$ cat src/rtl/sd_clk_pkg.sv
// Purpose : shared defaults and FSM state type for the SD bit-clock generator.
// Latency : n/a (types and constants only).
// Backpres: n/a.
package sd_clk_pkg;

    // pll0_250MHz cycles per output period, and slow edges before fast mode
    localparam int SD_DIV_FAST  = 25;   // 250 MHz / 25  = 10 MHz
    localparam int SD_DIV_SLOW  = 625;  // 250 MHz / 625 = 400 kHz
    localparam int SD_INIT_CLKS = 80;

    typedef enum logic [1:0] {
        SLOW      = 2'd0,
        WAIT_FAST = 2'd1,
        FAST      = 2'd2,
        WAIT_SLOW = 2'd3
    } sd_clk_state_t;

endpackage

$ cat src/rtl/sd_clk_div.sv
// Purpose : divide-by-DIV clock with registered output, enable and phase reload.
// Latency : output reflects the counter value it is registered alongside; reload
//           takes effect on the same edge (first high phase full length).
// Backpres: none; en=0 holds counter and output at 0.
//
// Ports:
//   clk      in   sole clock
//   reset    in   synchronous, active-high
//   en       in   1 = run, 0 = counter and output forced to 0
//   reload   in   restart the period at count 0 (start of a high phase)
//   cnt      out  current phase counter, 0..DIV-1
//   clk_out  out  1 while cnt < DIV/2
module sd_clk_div #(
    parameter int DIV = 25
) (
    input  logic                     clk,
    input  logic                     reset,
    input  logic                     en,
    input  logic                     reload,
    output logic [$clog2(DIV)-1:0]   cnt,
    output logic                     clk_out
);

    localparam int W = $clog2(DIV);
    localparam logic [W-1:0] LAST = W'(DIV - 1);
    localparam logic [W-1:0] HALF = W'(DIV / 2);

    // Remembers whether the previous cycle was enabled. The first enabled
    // cycle after an idle period restarts at count 0 instead of advancing,
    // so the first high phase after enable is full length.
    logic           running;
    logic [W-1:0]   cnt_nxt;

    always_comb begin
        cnt_nxt = cnt;
        if (!en) begin
            cnt_nxt = '0;
        end else if (reload || !running) begin
            cnt_nxt = '0;
        end else if (cnt == LAST) begin
            cnt_nxt = '0;
        end else begin
            cnt_nxt = cnt + W'(1);
        end
    end

    // The output is registered from the next count so that clk_out and cnt
    // always describe the same phase.
    always_ff @(posedge clk) begin
        if (reset) begin
            cnt     <= '0;
            clk_out <= 1'b0;
            running <= 1'b0;
        end else begin
            cnt     <= cnt_nxt;
            clk_out <= en && (cnt_nxt < HALF);
            running <= en;
        end
    end

endmodule

$ cat src/rtl/sd_clk_gen.sv
// Purpose : SD bit-clock generator: 10 MHz / 400 kHz dividers, init-clock
//           counter and glitch-free mux select sequencing.
// Latency : all outputs registered; request to switch_busy 1 cycle; a switch
//           completes at the end of the current clock's low phase.
// Backpres: none; clk_en=0 freezes the FSM and holds both clocks low.
//
// Ports:
//   pll0_250MHz  in   sole clock
//   reset        in   synchronous, active-high
//   clk_en       in   1 = clocks run, 0 = both clocks held low
//   speed_req    in   1 = request 10 MHz, 0 = request 400 kHz (level)
//   MHz10        out  divided fast clock
//   kHz400       out  divided slow clock
//   SDClkSelect  out  1 = downstream mux selects MHz10
//   switch_busy  out  a switch is pending
//   init_done    out  INIT_CLKS slow rising edges issued (sticky until reset)
module sd_clk_gen
    import sd_clk_pkg::*;
#(
    parameter int DIV_FAST  = SD_DIV_FAST,
    parameter int DIV_SLOW  = SD_DIV_SLOW,
    parameter int INIT_CLKS = SD_INIT_CLKS
) (
    input  logic pll0_250MHz,
    input  logic reset,
    input  logic clk_en,
    input  logic speed_req,
    output logic MHz10,
    output logic kHz400,
    output logic SDClkSelect,
    output logic switch_busy,
    output logic init_done
);

    localparam int FW = $clog2(DIV_FAST);
    localparam int SW = $clog2(DIV_SLOW);
    localparam int IW = $clog2(INIT_CLKS + 1);

    localparam logic [FW-1:0] F_LAST    = FW'(DIV_FAST - 1);
    localparam logic [SW-1:0] S_LAST    = SW'(DIV_SLOW - 1);
    localparam logic [IW-1:0] INIT_FULL = IW'(INIT_CLKS);
    localparam logic [IW-1:0] INIT_LAST = IW'(INIT_CLKS - 1);

    sd_clk_state_t  state;
    logic [FW-1:0]  cnt_f;
    logic [SW-1:0]  cnt_s;
    logic [IW-1:0]  init_cnt;
    logic           slow_prev;
    logic           go_fast;
    logic           go_slow;

    // A switch is taken only at the last low cycle of the clock being left,
    // so its final low phase is complete; the same edge restarts the new
    // clock at the start of its high phase.
    assign go_fast = clk_en && (state == WAIT_FAST) && (cnt_s == S_LAST);
    assign go_slow = clk_en && (state == WAIT_SLOW) && (cnt_f == F_LAST);

    sd_clk_div #(.DIV(DIV_FAST)) u_div_fast (
        .clk     (pll0_250MHz),
        .reset   (reset),
        .en      (clk_en),
        .reload  (go_fast),
        .cnt     (cnt_f),
        .clk_out (MHz10)
    );

    sd_clk_div #(.DIV(DIV_SLOW)) u_div_slow (
        .clk     (pll0_250MHz),
        .reset   (reset),
        .en      (clk_en),
        .reload  (go_slow),
        .cnt     (cnt_s),
        .clk_out (kHz400)
    );

    // Init counter: kHz400 only rises on an enabled edge, so every rise seen
    // on the registered output is counted even if clk_en drops right after.
    always_ff @(posedge pll0_250MHz) begin
        if (reset) begin
            init_cnt  <= '0;
            init_done <= 1'b0;
            slow_prev <= 1'b0;
        end else begin
            slow_prev <= kHz400;
            if (kHz400 && !slow_prev && (init_cnt != INIT_FULL)) begin
                init_cnt <= init_cnt + IW'(1);
                if (init_cnt == INIT_LAST) begin
                    init_done <= 1'b1;
                end
            end
        end
    end

    // Switch FSM. The switch condition wins over a simultaneous request
    // change; the new request is then seen from the destination state.
    always_ff @(posedge pll0_250MHz) begin
        if (reset) begin
            state       <= SLOW;
            SDClkSelect <= 1'b0;
            switch_busy <= 1'b0;
        end else if (clk_en) begin
            case (state)
                SLOW: begin
                    if (speed_req && init_done) begin
                        state       <= WAIT_FAST;
                        switch_busy <= 1'b1;
                    end
                end
                WAIT_FAST: begin
                    if (go_fast) begin
                        state       <= FAST;
                        SDClkSelect <= 1'b1;
                        switch_busy <= 1'b0;
                    end else if (!speed_req) begin
                        state       <= SLOW;
                        switch_busy <= 1'b0;
                    end
                end
                FAST: begin
                    if (!speed_req) begin
                        state       <= WAIT_SLOW;
                        switch_busy <= 1'b1;
                    end
                end
                WAIT_SLOW: begin
                    if (go_slow) begin
                        state       <= SLOW;
                        SDClkSelect <= 1'b0;
                        switch_busy <= 1'b0;
                    end else if (speed_req) begin
                        // abort: MHz10 never left the mux, keep its phase
                        state       <= FAST;
                        switch_busy <= 1'b0;
                    end
                end
                default: begin
                    state       <= SLOW;
                    SDClkSelect <= 1'b0;
                    switch_busy <= 1'b0;
                end
            endcase
        end
    end

endmodule

$ cat config.mk
export PLATFORM = sky130hd
export DESIGN_NAME = sd_clk_gen
export DESIGN_NICKNAME = d
export VERILOG_FILES = /design/src/rtl/sd_clk_pkg.sv /design/src/rtl/sd_clk_div.sv /design/src/rtl/sd_clk_gen.sv
export SDC_FILE = /design/constraint.sdc
export NUM_CORES = 1
export LEC_CHECK = 0
export BUFFER_PORTS_ARGS = -buffer_cell sky130_fd_sc_hd__buf_2
export CAP_MARGIN = 20
export CORE_UTILIZATION = 55
export DETAILED_ROUTE_END_ITERATION = 10
export PLACE_DENSITY = 0.73
export SYNTH_ARGS = -nofsm -noshare
export SYNTH_HDL_FRONTEND = slang
export SYNTH_SLANG_ARGS = --single-unit
$ cat constraint.sdc
create_clock -name pll0_250MHz -period 3.15 [get_ports pll0_250MHz]
set_input_delay 0.1575 -clock pll0_250MHz [delete_from_list [all_inputs] [get_ports pll0_250MHz]]
set_output_delay 0.1575 -clock pll0_250MHz [all_outputs]
set_load 0.01 [all_outputs]
* Word-level counts from Yosys, hierarchy flattened
Index checks and enable logic that the tools add are counted.
Widths: inputs -> output; s select.
** Cells by class
- $add $sub $neg :: 3
- Order comparisons :: 2
- Reductions and logical operators :: 18
- Mux-type cells :: 23
- Equal/unequal tests :: 13
** Operator list (number)
- $mux 10 :: 3
- $mux 5 :: 3
- $mux 2 :: 6
- $add 10x1->10 const B :: 1
- $eq 10x10->1 const B :: 1
- $lt 10x9->1 const B :: 1
- $logic_and 1x1->1 :: 9
- $mux 1 :: 8
- $pmux 2 s4 :: 1
- $add 7x1->7 const B :: 1
- $eq 7x7->1 const B :: 1
- $ne 7x7->1 const B :: 1
- $ne 3x2->1 const B :: 2
- $add 5x1->5 const B :: 1
- $eq 5x5->1 const B :: 1
- $lt 5x4->1 const B :: 1
- $reduce_and 5->1 :: 1
- $eq 2x2->1 const B :: 2
- $ne 2x1->1 const B :: 2
- $ne 2x2->1 const B :: 2
- $pmux 1 s4 :: 1
- $reduce_and 4->1 :: 1
- $eq 2x1->1 const B :: 1
- $logic_not 1->1 :: 2
- other kinds (5) :: 6
** Storage, ports and cells
- Output and inout port bits :: 5
- Register bits :: 31

* Longest topological paths before layout
- Depth after elaboration :: 8
- Depth in mapped cells :: 8

* Cells and area by module
Synthesis repeated with hierarchy kept, for this count alone.
** Second synthesis, totals
- Cells, all modules :: 186
- Area, all modules :: 1662.8 um^2
** By module, submodules not included
- sd_clk_gen :: seq. area each 260.2 um^2, area an instance 690.7 um^2, instances 1, cells an instance 80
- sd_clk_div at u_div_slow :: seq. area each 240.2 um^2, area an instance 639.4 um^2, instances 1, cells an instance 72
- sd_clk_div at u_div_fast :: seq. area each 140.1 um^2, area an instance 332.8 um^2, instances 1, cells an instance 34

* Least setup slack after synthesis
Ideal clock, no wire load.
- Path type :: register to register
- From :: register u_div_slow.cnt[0]
- To :: register u_div_fast.cnt[2]
- Required time :: 3035 ps
- Path buffers :: 0
- Library setup time :: 115 ps
- Arrival :: 1478 ps
- Cell stages (with the launch flop) :: 8
- Clock period less this slack :: 1592 ps
- Path slack :: 1558 ps
- Path through :: dfxtp_1 inv_1 ha_1 nand4bb_1 or4_4 nor3_4 or4_4 nor2_1
** On the way
- Word-level cells in the longest chain between the ends :: 5
** RTL lines
- from (decl) :: RTL line sd_clk_div.sv:20 : output logic [$clog2(DIV)-1:0] cnt,
- from (signal assigned) :: RTL line sd_clk_div.sv:55 : cnt <= cnt_nxt;
- $eq 10x10->1 :: RTL line sd_clk_gen.sv:55 : assign go_fast = clk_en && (state == WAIT_FAST) && (cnt_s == S_LAST);
- $logic_and 1x1->1 :: RTL line sd_clk_gen.sv:55
- $logic_or 1x1->1 :: RTL line sd_clk_div.sv:38 : end else if (reload || !running) begin
- $mux 5 :: RTL line sd_clk_div.sv:38
- $mux 5 :: RTL line sd_clk_div.sv:36 : if (!en) begin
- to (signal assigned) :: RTL line sd_clk_div.sv:55
- to (decl) :: RTL line sd_clk_div.sv:20
Every way passes these cells.
A chain may end at the register's enable or synchronous reset.

* Final worst setup path
Ends and elaborated chain as after synthesis.

==> metrics.md <==
| Metric | Value |
|---|---|
| Minimum clock period | `1.743 ns` |
| Synthesized flop and latch total | `31` |
| CTS root buffer | `clkbuf_4` |
| Type of origin of the critical path | `register` |
| Fmax | `0.5737 GHz` |
| CTS tree | `done` |
| Core area | `2477 µm²` |
| Share of cells above drive strength 1 | `12.36%` |
| Diode count | `0` |
| Vias/cell | `5.255` |
| Sequential share of power | `58.1%` |
| Post-CTS Setup Inserts | `0` |
| Tcrit/Tclk final | `55.33%` |
| Sw power | `0.1534 mW` |
| Worst-skew pair later-pin latency | `0.33 ns` |
| Die height | `53.22 µm` |
| Syn. warnings | `0` |
| Routability-driven placement congestion ratio | `0.8329` |
| CP max FO | `6` |
| Clk pwr share | `37.5%` |
| Antenna violations before repair | `0` |
| Max Clock Skew | `0.01083 ns` |
| Final Power | `0.6959 mW` |
| Seq/Total Area, Yosys | `43.02%` |
| DR iter-0 viols | `19` |
| Hold crit path type | `in2reg` |
| FILL cells | `233` |
| Netlist cell types | `35` |
| Switching Fraction | `22.04%` |
| Die width | `53.22 µm` |
| Synthesized Nets | `175` |
| Worst EP required | `3.36 ns` |
| # port buffers | `8` |
| CTS H-tree lvls | `2` |
| Slew Limit Fails | `0` |
| Post-route ant nets | `0` |
| Fin. Hold Viols | `0` |
| Final design utilization | `63.54%` |
| Buffer depth of the longest clock path | `2` |
| Crit path DAT | `1.96 ns` |
| Die area | `2832 µm²` |
| Setup violations, final | `0` |
| Post-route DRC | `0` |
| Slew HR | `77.62%` |
| Vias in the first global route | `1,006` |
| Setup TNS | `0 ns` |
| Post-Syn Area | `1443 µm²` |
| Status | `completed` |
| PD cells | `442.1 nW/µm²` |
| Total grt overflow | `0` |
| Clock sinks | `31` |
| Initial Util | `58.23%` |
| WHS | `0.1841 ns` |
| Maximum vdd drop | `0.3870 mV` |
| Syn_area_per_cell | `8.743 µm²` |
| Number of max-cap violations | `0` |
| Critical path class | `reg2reg` |
| P&R area growth vs syn | `9.107%` |
| Worst slew pin tran | `0.3310 ns` |
| DR vias | `1,093` |
| Drt total wl | `2.435 mm` |
| Hold-fix buffers at CTS | `0` |
| Final layout net count | `187` |
| Router iterations before antenna repair | `4` |
| First-pass GRT wire length | `4.181 mm` |
| Avg WL per Cell | `11.71 µm` |
| RSZ-0062 raised after global routing | `no` |
| Crit end category | `register` |
| Largest net degree at the start of global routing | `17` |
| Cts repair resizes | `0` |
| Row count | `18` |
| I/O pins | `9` |
| GRT Total Usage | `21.19%` |
| Inserted Clock Buffers | `5` |
| Combinational Power Share | `4.4%` |
| Post-Syn Instances | `165` |
| Internal power | `0.5426 mW` |
| Detailed-placement wirelength estimate | `1.745 mm` |
| Worst-path clk slew | `0.09 ns` |
| Static Leakage | `0.5790 nW` |
state kept, by name, indices dropped and copies added, names as in the netlist:
signal,count
u_div_fast.clk_out,1
init_cnt,7
init_done,1
u_div_slow.running,1
u_div_slow.clk_out,1
u_div_slow.cnt,10
state,2
slow_prev,1
u_div_fast.cnt,5
switch_busy,1
SDClkSelect,1
synth_stat cells, drive strengths merged:
cell	instances	share of area, %
o311a	1	0.69
nand4b	2	1.2
nor4b	1	0.61
xnor2	11	6.7
nand2	9	2.3
a221oi	1	1.0
nand3	10	3.8
o21ai	1	0.35
xor2	7	4.2
nor2b	4	1.7
clkbuf	2	0.52
or2	1	0.43
dfxtp	31	43
and3	3	1.3
o21a	2	1.0
buf	1	0.52
a21oi	5	1.7
nor3	8	3.9
o41ai	1	0.61
and3b	1	0.61
nand4	1	0.43
a211oi	1	0.52
nor3b	1	0.52
ha	6	5.2
o31a	1	0.61
o31ai	1	0.52
nor2	34	8.8
nand4bb	1	0.78
o22a	1	0.61
inv	13	3.4
or4	2	1.6
o2111ai	1	0.61
through the flow:
step,std cells,area [µm²],worst slack (ns)
2_1_floorplan,165,1443,1.558
3_3_place_gp,200,1505,1.457
3_5_place_dp,200,1505,1.421
4_1_cts,208,1574,1.404
5_1_grt,208,1574,1.295
6_report,208,1574,1.407
cell usage in the layout (no fill, tap or decap), types with 3 or more instances in the layout:
cell type and n:
nor2_1 34, dfxtp_1 31, inv_1 13, xnor2_1 11, nand2_1 9, nand3_1 9, buf_2 8, xor2_1 7
nor3_1 6, ha_1 6, a21oi_1 5, clkbuf_4 5, nor2b_1 4, and3_1 3
worst max-delay path: stages, from the launching register on:
cell	delay [ns]
dfxtp_1	0.37
inv_1	0.07
ha_1	0.13
nand4bb_1	0.09
or4_4	0.47
nor3_4	0.26
or4_4	0.19
nor2_1	0.05
power groups by stage:
stage	registers [mW]	logic [mW]	clock network, mW
after global routing	0.406	0.0351	0.290
after global placement	0.413	0.0293	0
after CTS	0.404	0.0308	0.270
after detailed placement	0.414	0.0307	0
final	0.404	0.0303	0.261
after floorplan	0.413	0.0206	0
layer usage:
layer | GRT usage, % | vias to the layer above | wire length [µm]
li1 | - | 578 | -
met1 | 25.00 | 496 | 1226
met2 | 33.33 | 15 | 1091
met3 | 9.483 | 4 | 93
met4 | 7.895 | 0 | 24
met5 | 0 | - | 0
layout make-up:
type	count	area, µm²	area share [%]
clock buffer	8	68.82	4.372
multi-input combinational	118	758.2	48.17
sequential	31	620.6	39.43
tap	30	37.54	2.385
inverter	13	48.80	3.100
timing repair buffer	8	40.04	2.544
worst paths after layout:
| path | start | end | slack [ns] | depth (start not counted) |
|---|---|---|---|---|
| max reg2reg | u_div_slow.cnt[0] | u_div_fast.cnt[2] | 1.41 | 7 |
| max | u_div_slow.cnt[0] | u_div_fast.cnt[2] | 1.41 | 7 |
| min reg2reg | switch_busy | switch_busy | 0.48 | 1 |
| min | reset | init_cnt[2] | 0.18 | 2 |
cells by family after synthesis:
logic type	Yosys count	share of synthesized area, %
AO/OA/AOI/OAI	16	8.326
XOR/XNOR	18	10.93
adder cells (fa/ha/maj)	6	5.204
buffers and inverters	16	4.424
flip-flops	31	43.02
AND/OR/NAND/NOR	78	28.10
Note: power is estimated with default switching activity, not from simulation.
